`config.mk`:
```
export PLATFORM = sky130hd
export DESIGN_NAME = dffe_pipe
export DESIGN_NICKNAME = d
export VERILOG_FILES = /design/src/rtl/dffe_pipe.sv
export SDC_FILE = /design/constraint.sdc
export NUM_CORES = 1
export LEC_CHECK = 0
export ABC_AREA = 1
export CAP_MARGIN = 40
export CORE_MARGIN = 2
export CORE_UTILIZATION = 60
export CTS_CLUSTER_SIZE = 40
export DETAILED_ROUTE_END_ITERATION = 10
export DONT_BUFFER_PORTS = 1
export GPL_TIMING_DRIVEN = 0
export PLACE_DENSITY_LB_ADDON = 0.25
export SYNTH_ARGS = -nofsm -noshare
export SYNTH_HDL_FRONTEND = slang
export SYNTH_SLANG_ARGS = --single-unit
```
`constraint.sdc`:
```
create_clock -name clk -period 2.8 [get_ports clk]
set_clock_uncertainty 0.2 [all_clocks]
set_input_delay 0.42 -clock clk [delete_from_list [all_inputs] [get_ports clk]]
set_output_delay 0.42 -clock clk [all_outputs]
set_load 0.03 [all_outputs]
```
`src/rtl/dffe_pipe.sv`:
```
// dffe_pipe: elastic valid/ready pipeline with per-bit write-enable merge against a shadow word
module dffe_pipe #(
  parameter int W = 8,
  parameter int DEPTH = 4,
  parameter logic [W-1:0] RESET_VAL = '0
) (
  input  logic                       clk,
  input  logic                       clr,
  input  logic                       in_valid,
  output logic                       in_ready,
  input  logic [W-1:0]               d,
  input  logic [W-1:0]               ena,
  input  logic                       flush,
  output logic                       out_valid,
  input  logic                       out_ready,
  output logic [W-1:0]               q,
  output logic [W-1:0]               shadow,
  output logic [$clog2(DEPTH+1)-1:0] count
);
  localparam int CW = $clog2(DEPTH + 1);
  logic [DEPTH-1:0] valid_q, valid_d, go;
  logic [W-1:0] data_q [DEPTH];
  logic [W-1:0] data_d [DEPTH];
  logic [W-1:0] shadow_q, shadow_d, m;
  logic [CW-1:0] count_q, count_d;
  logic pop, accept;
  assign pop = valid_q[DEPTH-1] && out_ready;
  assign m = (ena & d) | (~ena & shadow_q);
  assign in_ready = !clr && !flush && (!valid_q[0] || go[0]);
  assign accept = in_valid && in_ready;
  assign q = data_q[DEPTH-1];
  assign out_valid = valid_q[DEPTH-1];
  assign shadow = shadow_q;
  assign count = count_q;
  // a stage vacates when the last stage pops or any stage above it is empty (bubble collapse)
  always_comb begin
    for (int k = 0; k < DEPTH; k++) go[k] = valid_q[k] && (pop || (((~valid_q) >> (k + 1)) != '0));
  end
  // next-state: shift valid words forward, flush drops valid bits but leaves data frozen
  always_comb begin
    valid_d[0] = accept || (valid_q[0] && !go[0]);
    data_d[0] = accept ? m : data_q[0];
    for (int k = 1; k < DEPTH; k++) begin
      valid_d[k] = go[k-1] || (valid_q[k] && !go[k]);
      data_d[k] = (go[k-1] && !flush) ? data_q[k-1] : data_q[k];
    end
    if (flush) valid_d = '0;
    shadow_d = accept ? m : shadow_q;
    count_d = flush ? '0 : count_q + CW'(accept) - CW'(pop);
  end
  // state registers; clr overrides every other update
  always_ff @(posedge clk) begin
    if (clr) begin
      valid_q <= '0;
      data_q <= '{default: RESET_VAL};
      shadow_q <= RESET_VAL;
      count_q <= '0;
    end else begin
      valid_q <= valid_d;
      data_q <= data_d;
      shadow_q <= shadow_d;
      count_q <= count_d;
    end
  end
endmodule
```
==> results.txt, run 1 <==
The run finished with clean final reports. The pre-antenna-repair detailed-routing pass consisted of 4 iterations. In the post-synthesis netlist, the biggest area contributors are dfxtp_1 (45%), nor2_1 (11%), buf_4 (7.4%), nand2_1 (5.8%), o21ai_0 (4.6%). Of the total synthesized cell area, the portion taken by full adders, half adders and majority gates is 0.0260. The sequential area share after synthesis is 0.450. The path length in cells of the critical path is 10. The least setup slack across all paths after layout is 138 ps. The overflow left after global routing came out at 0. The TritonCTS clock tree is yes. The overall routing resource usage is 0.199.

The region available for standard cell placement spans 0.00276 mm². The total power is 0.903 mW. The height of the die is 57.8 µm.

Setup violations remaining at the end of the flow were counted as 0. The power density over cell area is 485 mW/mm². Counting every net in the synthesized netlist gives 245.

The quantity of I/O buffers inserted on ports is 0. The number of DRC violations after detailed routing came out at 0. The number of setup buffers added after CTS came out at 0.

The number of antenna repair diodes is 0. After clock tree synthesis, the clock-pin slew on the worst setup and hold paths is 110 ps. The post-route minimum period came out at 2660 ps. The remaining antenna violation count is 0.

The synthesized-area fraction occupied by and/or/nand/nor cells is 0.291. The design area is 0.00186 mm². The fraction of final layout cells sized beyond drive strength 1 came out at 0.198.

The classification of the worst setup path is reg2reg. The wire length per cell after detailed routing came out at 11.8 µm. 42 I/O pins were placed.

Summing every instance area after synthesis gives 0.00173 mm². The critical path contains buffers and inverters numbering 2 combined. The initial cell density of the core came out at 0.629. Counting every instance in the synthesized netlist gives 221. The die covers 0.00334 mm². The total count of max-transition violations in the final report is 0. The proportion of register bits with asynchronous set or reset after synthesis is 0. The area growth from synthesis to layout is 7.29%. The global-route wire length before repair came out at 5.09 mm. The maximum count of clock buffers along a single path is 2.

Of the total synthesized cell area, the portion taken by XOR and XNOR cells is 0.00505. The share of cell area taken by muxes after synthesis came out at 0. The cell area reported after detailed placement came out at 0.00177 mm². The top cell types in the final layout, fill and taps aside, are nor2_1 (53), dfxtp_1 (38), nand2_1 (27), buf_4 (17), o21ai_0 (16). The data required time at the worst endpoint is 2880 ps.

The area share of the leading cell type in the synthesized netlist came out at 0.450. Summing over every cut layer, the via total after detailed routing is 1369. The switching share of power is 0.249.

STA classifies the critical path endpoint as a register. The flop and latch count out of synthesis came out at 39. The synthesized design spends more area on one cell type than any other, namely dfxtp_1. The worst setup timing slack at the placement stage is -78.9 ps. In this run the worst path has a maximum fanout of 4. The largest individual stage delay along the critical path comes from the cell dfxtp_4. The final HPWL from detailed placement is 2.21 mm.

Traced cell by cell, the critical path runs through nand2_2 > a31oi_4 > nand2_2 > ha_1 > inv_1 > ha_1 > inv_1 > fa_1 > or2_2 > a21oi_1. The number of clock sinks seen by CTS came out at 39. Setup total negative slack on the finished layout was measured at 0 ps. The number of violations of the max-capacitance limit came out at 0.

The final layout contains 255 nets. The via count of the first global-routing pass came to 1232. The number of synthesized flops with an enable pin is 0.

VDD sags by at most 385 µV. The pin count of the biggest net entering global routing is 13. The share of the core filled with cells is 0.675. In the routed layout, each cell is associated on average with a via count of 5.21. The placement row count came out at 19.

The unique cell type count in the Yosys netlist came out at 24. The post-synthesis compound-gate area fraction came out at 0.0981. The worst setup path is launched from a register. The combinational share of power came out at 0.069. The weighted congestion at the end of routability-driven global placement is 0.781. The average cell area after synthesis is 7.85 µm². The power spent charging and discharging nets came out at 0.224 mW.

The relative slew slack is 0.726. The floorplan die width is 57.8 µm. The count of final hold-check violations is 0. The leakage power came out at 0.761 nW. The most common cell after layout, fill and taps aside is nor2_1. The clock group share of total power is 0.305.

Summed over all layers, the routed wires come to 3.10 mm. Clock latency on the worst-skew pair, taken at its later pin, is 340 ps. The stage delay of the slowest cell on the critical path came out at 430 ps. After synthesis, the largest family of logic cells by area is simple AND/OR/NAND/NOR gates. The number of DRC markers after the initial detailed-route iteration is 28.

Grouping stages by cell kind, the critical path spends the most delay in adder cells. The internal power component is 0.678 mW. The min-delay analysis places its worst path in the category in2reg. The depth of the worst register-to-register path came out at 10. The pin slew with the least headroom to its limit came out at 411 ps.

The data arrival time of the worst path came out at 2740 ps. Counting instances, the worst hold path has a depth of 2. The total clock buffers created by CTS came out at 5. The most used flip-flop cell after synthesis is dfxtp_1.

Of the total power, registers draw 0.626. The upper clock frequency limit is 0.376 GHz. The final cycle utilization of the critical path came out at 0.951. In this run the clock root is driven by a clkbuf_4. During synthesis, Yosys emitted a total of 0 warnings. The total number of H-tree levels came out at 2. The initial antenna violation count came out at 0.
logic make-up after synthesis:
logic type	count (synthesis)
flip-flops	39
AND/OR/NAND/NOR	107
XOR/XNOR	1
AO/OA/AOI/OAI	30
adder cells (fa/ha/maj)	3
buffers and inverters	41
worst reg2reg max path, delay by kind of cell (launching register included):
family	cells	cell delay, ps
adder cells (fa/ha/maj)	3	830
AND/OR/NAND/NOR	3	590
AO/OA/AOI/OAI	2	440
flip-flops	1	430
buffers and inverters	2	110
routing by layer:
metal | track usage | wire, µm
met1 | 0.233 | 1330
met2 | 0.331 | 1520
met3 | 0.0513 | 190
met4 | 0.110 | 62
met5 | 0 | 0
through the flow:
step	hold WS, ps	instances
2_1_floorplan	236	221
3_3_place_gp	247	252
3_5_place_dp	255	252
4_1_cts	7.30	260
5_1_grt	5.60	263
6_report	10.2	263
power groups by stage:
stage	combinational (mW)	clock, mW	sequential (mW)
finish	0.0625	0.275	0.565
global route	0.0688	0.303	0.566
CTS	0.0583	0.279	0.566
detailed placement	0.0582	0	0.578
global placement	0.0564	0	0.578
floorplan	0.0508	0	0.577
final cells by class:
cell class | instances | area (µm²)
well taps | 31 | 38.8
fillers | 243 | 897
inverters | 21 | 83.8
plain buffers | 20 | 141
clock buffers | 6 | 41.3
clock inverters | 2 | 12.5
repair buffers | 3 | 30.0
flip-flops and latches | 39 | 785
multi-input cells | 141 | 728
path summary, 6_finish.rpt:
check                               start                 endpoint  slack [ps]
setup / recovery    valid_q[3]$_SDFF_PP0_      count[2]$_SDFF_PP0_         140
hold / removal                       d[1]                 register          10
setup reg to reg    valid_q[3]$_SDFF_PP0_      count[2]$_SDFF_PP0_         140
hold reg to reg   data_q[20]$_SDFFE_PP0P_  data_q[20]$_SDFFE_PP0P_         270
cells in the mapped netlist, types with 2 or more instances:
master    n
a21oi_1  12
nand4_1   8
nor2_4    2
nand2_4   2
nand3_1   8
inv_1    15
inv_2     5
nand2_2   4
o21ai_0  16
ha_1      2
buf_2     2
buf_4    17
nor2_1   53
nand2_1  27
dfxtp_1  39
repair_timing:
| action | in CTS | in global routing |
|---|---|---|
| gates cloned | 0 | 0 |
| gates resized for setup | 1 | 1 |
| pin swaps | 0 | 1 |
| setup endpoints to repair | 1 | 1 |
| hold buffers | 0 | 3 |
| endpoints found under the hold margin | 0 | 3 |
Note: power is estimated with default switching activity, not from simulation.
==> run 2, diff against run 1 <==
CTS_CLUSTER_DIAMETER = 200   (was not set)
SKIP_LAST_GASP = 1   (was not set)
==> results of run 2 <==
The final DEF is identical to that of run 1; final timing and power are the same.
==> run 3, diff against run 2 <==
ABC_CLOCK_PERIOD_IN_PS = 2800   (was not set)
CORE_UTILIZATION = 61   (was 60)
==> run 3 against run 2 <==
Effect of this change:
- count of clock-buffer cells in the layout fell by 1
- combinational power fell by 5.9%
- wire length fell by 8.6%
- final cell count fell by 0.76%
- maximum frequency rose by 1.9%
- sequential power barely moved
- die area fell by 1.5%
- via count fell by 2.5%
- critical path depth did not move
- global-route usage fell by 0.84 points
- power rose by 0.13%
- first-iteration DRC count rose by 21%
- largest cell class unchanged
==> results.txt, run 3 (synthesis gave the netlist of run 1 again) <==
The data required time at the worst endpoint came out at 2880 ps (about the same). The number of clock sinks seen by CTS is 39 (unchanged). The post-route minimum period came to 2610 ps (-49.0 ps). The pin count of the biggest net entering global routing came out at 14 (+1). The depth of the worst register-to-register path was 10 (unchanged). In this run the critical register-to-register path is launched from valid_q[3]$_SDFF_PP0_. The number of optimization iterations in the first detailed-route pass is 4 (unchanged). The stage delay of the slowest cell on the critical path was 430 ps (about the same). STA classifies the critical path endpoint as a register. The share of the core filled with cells is 0.675 (about the same).

The placeable core region is 0.00273 mm² (-0.86%). met2 is the most crowded layer. The worst hold slack came to 7.05 ps (-3.17 ps). The design area came out at 0.00184 mm² (-0.87%). In the layout the commonest cells are nor2_1 (53), dfxtp_1 (38), nand2_1 (27), buf_4 (17), o21ai_0 (16).

The data arrival time of the worst path came out at 2690 ps (-50 ps). The signal on the critical path passes through nand2_2 > a31oi_4 > nand2_2 > ha_1 > inv_1 > ha_1 > inv_1 > fa_1 > or2_2 > a21oi_1. The number of DRC violations after detailed routing is 0 (unchanged).

The combinational share of power came out at 0.065 (-0.004). The fraction of final layout cells sized beyond drive strength 1 is 0.204 (+0.00607). The slack of the worst reg-to-reg path came to 190 ps (+50 ps). The total count of max-transition violations in the final report was 0 (unchanged).

TritonCTS built the clock tree. The most common cell after layout, fill and taps aside is nor2_1. The power density over cell area came to 490 mW/mm² (+1.0%).

The count of endpoints failing setup in the final report came out at 0 (unchanged). The number of violations of the max-capacitance limit is 0 (unchanged). The switching share of power is 0.253 (+0.00412). The total clock buffers created by CTS is 5 (unchanged). The start point of the critical path is valid_q[3]$_SDFF_PP0_. The number of I/O pins came to 42 (unchanged).

The wire length per cell after detailed routing was 10.9 µm (-7.9%). The tree is rooted in a clkbuf_4. The count of final hold-check violations was 0 (unchanged). The number of DRC markers after the initial detailed-route iteration is 34 (+21%). The height of the die is 57.3 µm (-0.76%). The relative slew slack is 0.722 (-0.00386). The mean number of vias per cell came out at 5.11 (-1.7%). The run finished with clean final reports. The overflow left after global routing is 0 (unchanged). The global routing usage on met1 came out at 0.219 (-0.0144). The setup total negative slack is 0 ps (unchanged). The initial cell density of the core came to 0.634 (+0.00547). The total power is 0.904 mW (+0.13%).

The quantity of I/O buffers inserted on ports came out at 0 (unchanged). The count of nets after finishing is 253 (-0.78%). The overall routing resource usage came out at 0.191 (-0.00838). The internal power component is 0.675 mW (-0.42%). The launching element type of the critical path is a register. The number of antenna repair diodes came out at 0 (unchanged).

The clock group share of total power came out at 0.310 (+0.005). The routed wire length is 2.84 mm (-8.6%). The cell area reported after detailed placement is 0.00177 mm² (unchanged). The clock-pin slew reported for the worst setup and hold paths after clock tree synthesis came out at 120 ps (about the same).

The maximum count of clock buffers along a single path came out at 2 (unchanged). The placement row count is 19 (unchanged). The pin slew with the least headroom to its limit came out at 416 ps (+5.78 ps). The area growth from synthesis to layout is 6.35%. Setup repair after global routing left no endpoint under its margin. The final cycle utilization of the critical path was 0.933 (-0.0175).

The endpoint identified for the worst register-to-register timing path is count[2]$_SDFF_PP0_. The power spent charging and discharging nets is 0.228 mW (+1.8%). The global routing met2 resource utilization came out at 0.337 (+0.00545). The global-route wire length before repair was 4.90 mm (-3.7%). The number of setup buffers added after CTS came out at 0 (unchanged). The weighted congestion at the end of routability-driven global placement is 0.830 (+6.2%). The leakage power is 0.752 nW (-1.2%). The via count of the first global-routing pass is 1247 (+1.2%). The met3 capacity usage during global routing came to 0.0476 (-0.00372). The total number of vias is 1335 (-2.5%). The final HPWL from detailed placement is 2.22 mm (+0.30%). The slowest stage of the critical path is the dfxtp_4 cell. The die area came out at 0.00329 mm² (-1.5%). The total number of H-tree levels came to 2 (unchanged). The worst IR drop on VDD is 430 µV (+12%). The remaining antenna violation count is 0 (unchanged).

The floorplan die width is 57.3 µm (-0.76%). The initial antenna violation count is 0 (unchanged). Following the worst setup path forward leads to its endpoint at count[2]$_SDFF_PP0_.

By startpoint and endpoint, the worst setup path is classified as reg2reg. The upper clock frequency limit came to 0.383 GHz (+1.9%). The insertion delay of the later-clocked pin in the worst-skew pair is 340 ps (about the same). The maximum fanout along the worst path is 4 (unchanged). The path class of the tightest hold or removal check is in2reg. The power share of the sequential group came out at 0.625 (about the same).
[run 3: changes by cell type in the layout (fill, tap and decap cells not counted), sizes merged]
cell | before | now
dlygate4sd3 | 3 | 1
clkbuf | 7 | 6
clkinvlp | 1 | 2
[run 3: critical path, delay by kind of cell (launching register included)]
family                     cells  cell delay, ps
AOI/OAI and AO/OA              2             430
DFF                            1             430
buffers and inverters          2             100
and+or+nand+nor                3             590
adders and majority gates      3             810
[run 3: through the flow]
step	std cells	worst slack [ps]
6_report	261	187
5_1_grt	261	33.0
4_1_cts	260	57.3
3_5_place_dp	252	-65.2
3_3_place_gp	252	-10.5
2_1_floorplan	221	96.7
[run 3: layout make-up]
type | instances | area [µm²]
fill | 223 | 890
sequential | 39 | 785
multi-input combinational | 141 | 728
buffer | 20 | 141
inverter | 21 | 83.8
tap | 31 | 38.8
clock buffer | 5 | 37.5
clock inverter | 3 | 20.0
timing repair buffer | 1 | 10.0
[run 3: worst min path at each step]
stage,from,end,slack (ps),cells past startpoint
after floorplan,data_q[16]$_SDFFE_PP0P_,data_q[16]$_SDFFE_PP0P_,240,2
after global placement,data_q[16]$_SDFFE_PP0P_,data_q[16]$_SDFFE_PP0P_,250,2
after detailed placement,data_q[16]$_SDFFE_PP0P_,data_q[16]$_SDFFE_PP0P_,250,2
after CTS,d[2],register,8,2
after global routing,d[2],register,7,2
final,d[4],register,7,2
[run 3: routing by layer]
| layer | up-vias | routed length, µm |
|---|---|---|
| li1 | 700 | - |
| met1 | 584 | 1220 |
| met2 | 42 | 1390 |
| met3 | 9 | 163 |
| met4 | 0 | 63 |
| met5 | - | 0 |
[run 3: timing repair]
action                                 CTS  global route
hold buffers                             0             1
resized for setup                        1             1
endpoints found under the hold margin    0             1
setup endpoints to repair                1             1
pin swaps                                0             1
[run 3: power by group through the flow]
stage / Clock [mW] / Sequential (mW) / Combinational, mW
after CTS: 0.284 / 0.566 / 0.0582
after global placement: 0 / 0.578 / 0.0564
final: 0.280 / 0.565 / 0.0588
after detailed placement: 0 / 0.578 / 0.0580
after global routing: 0.311 / 0.566 / 0.0659
after floorplan: 0 / 0.577 / 0.0508
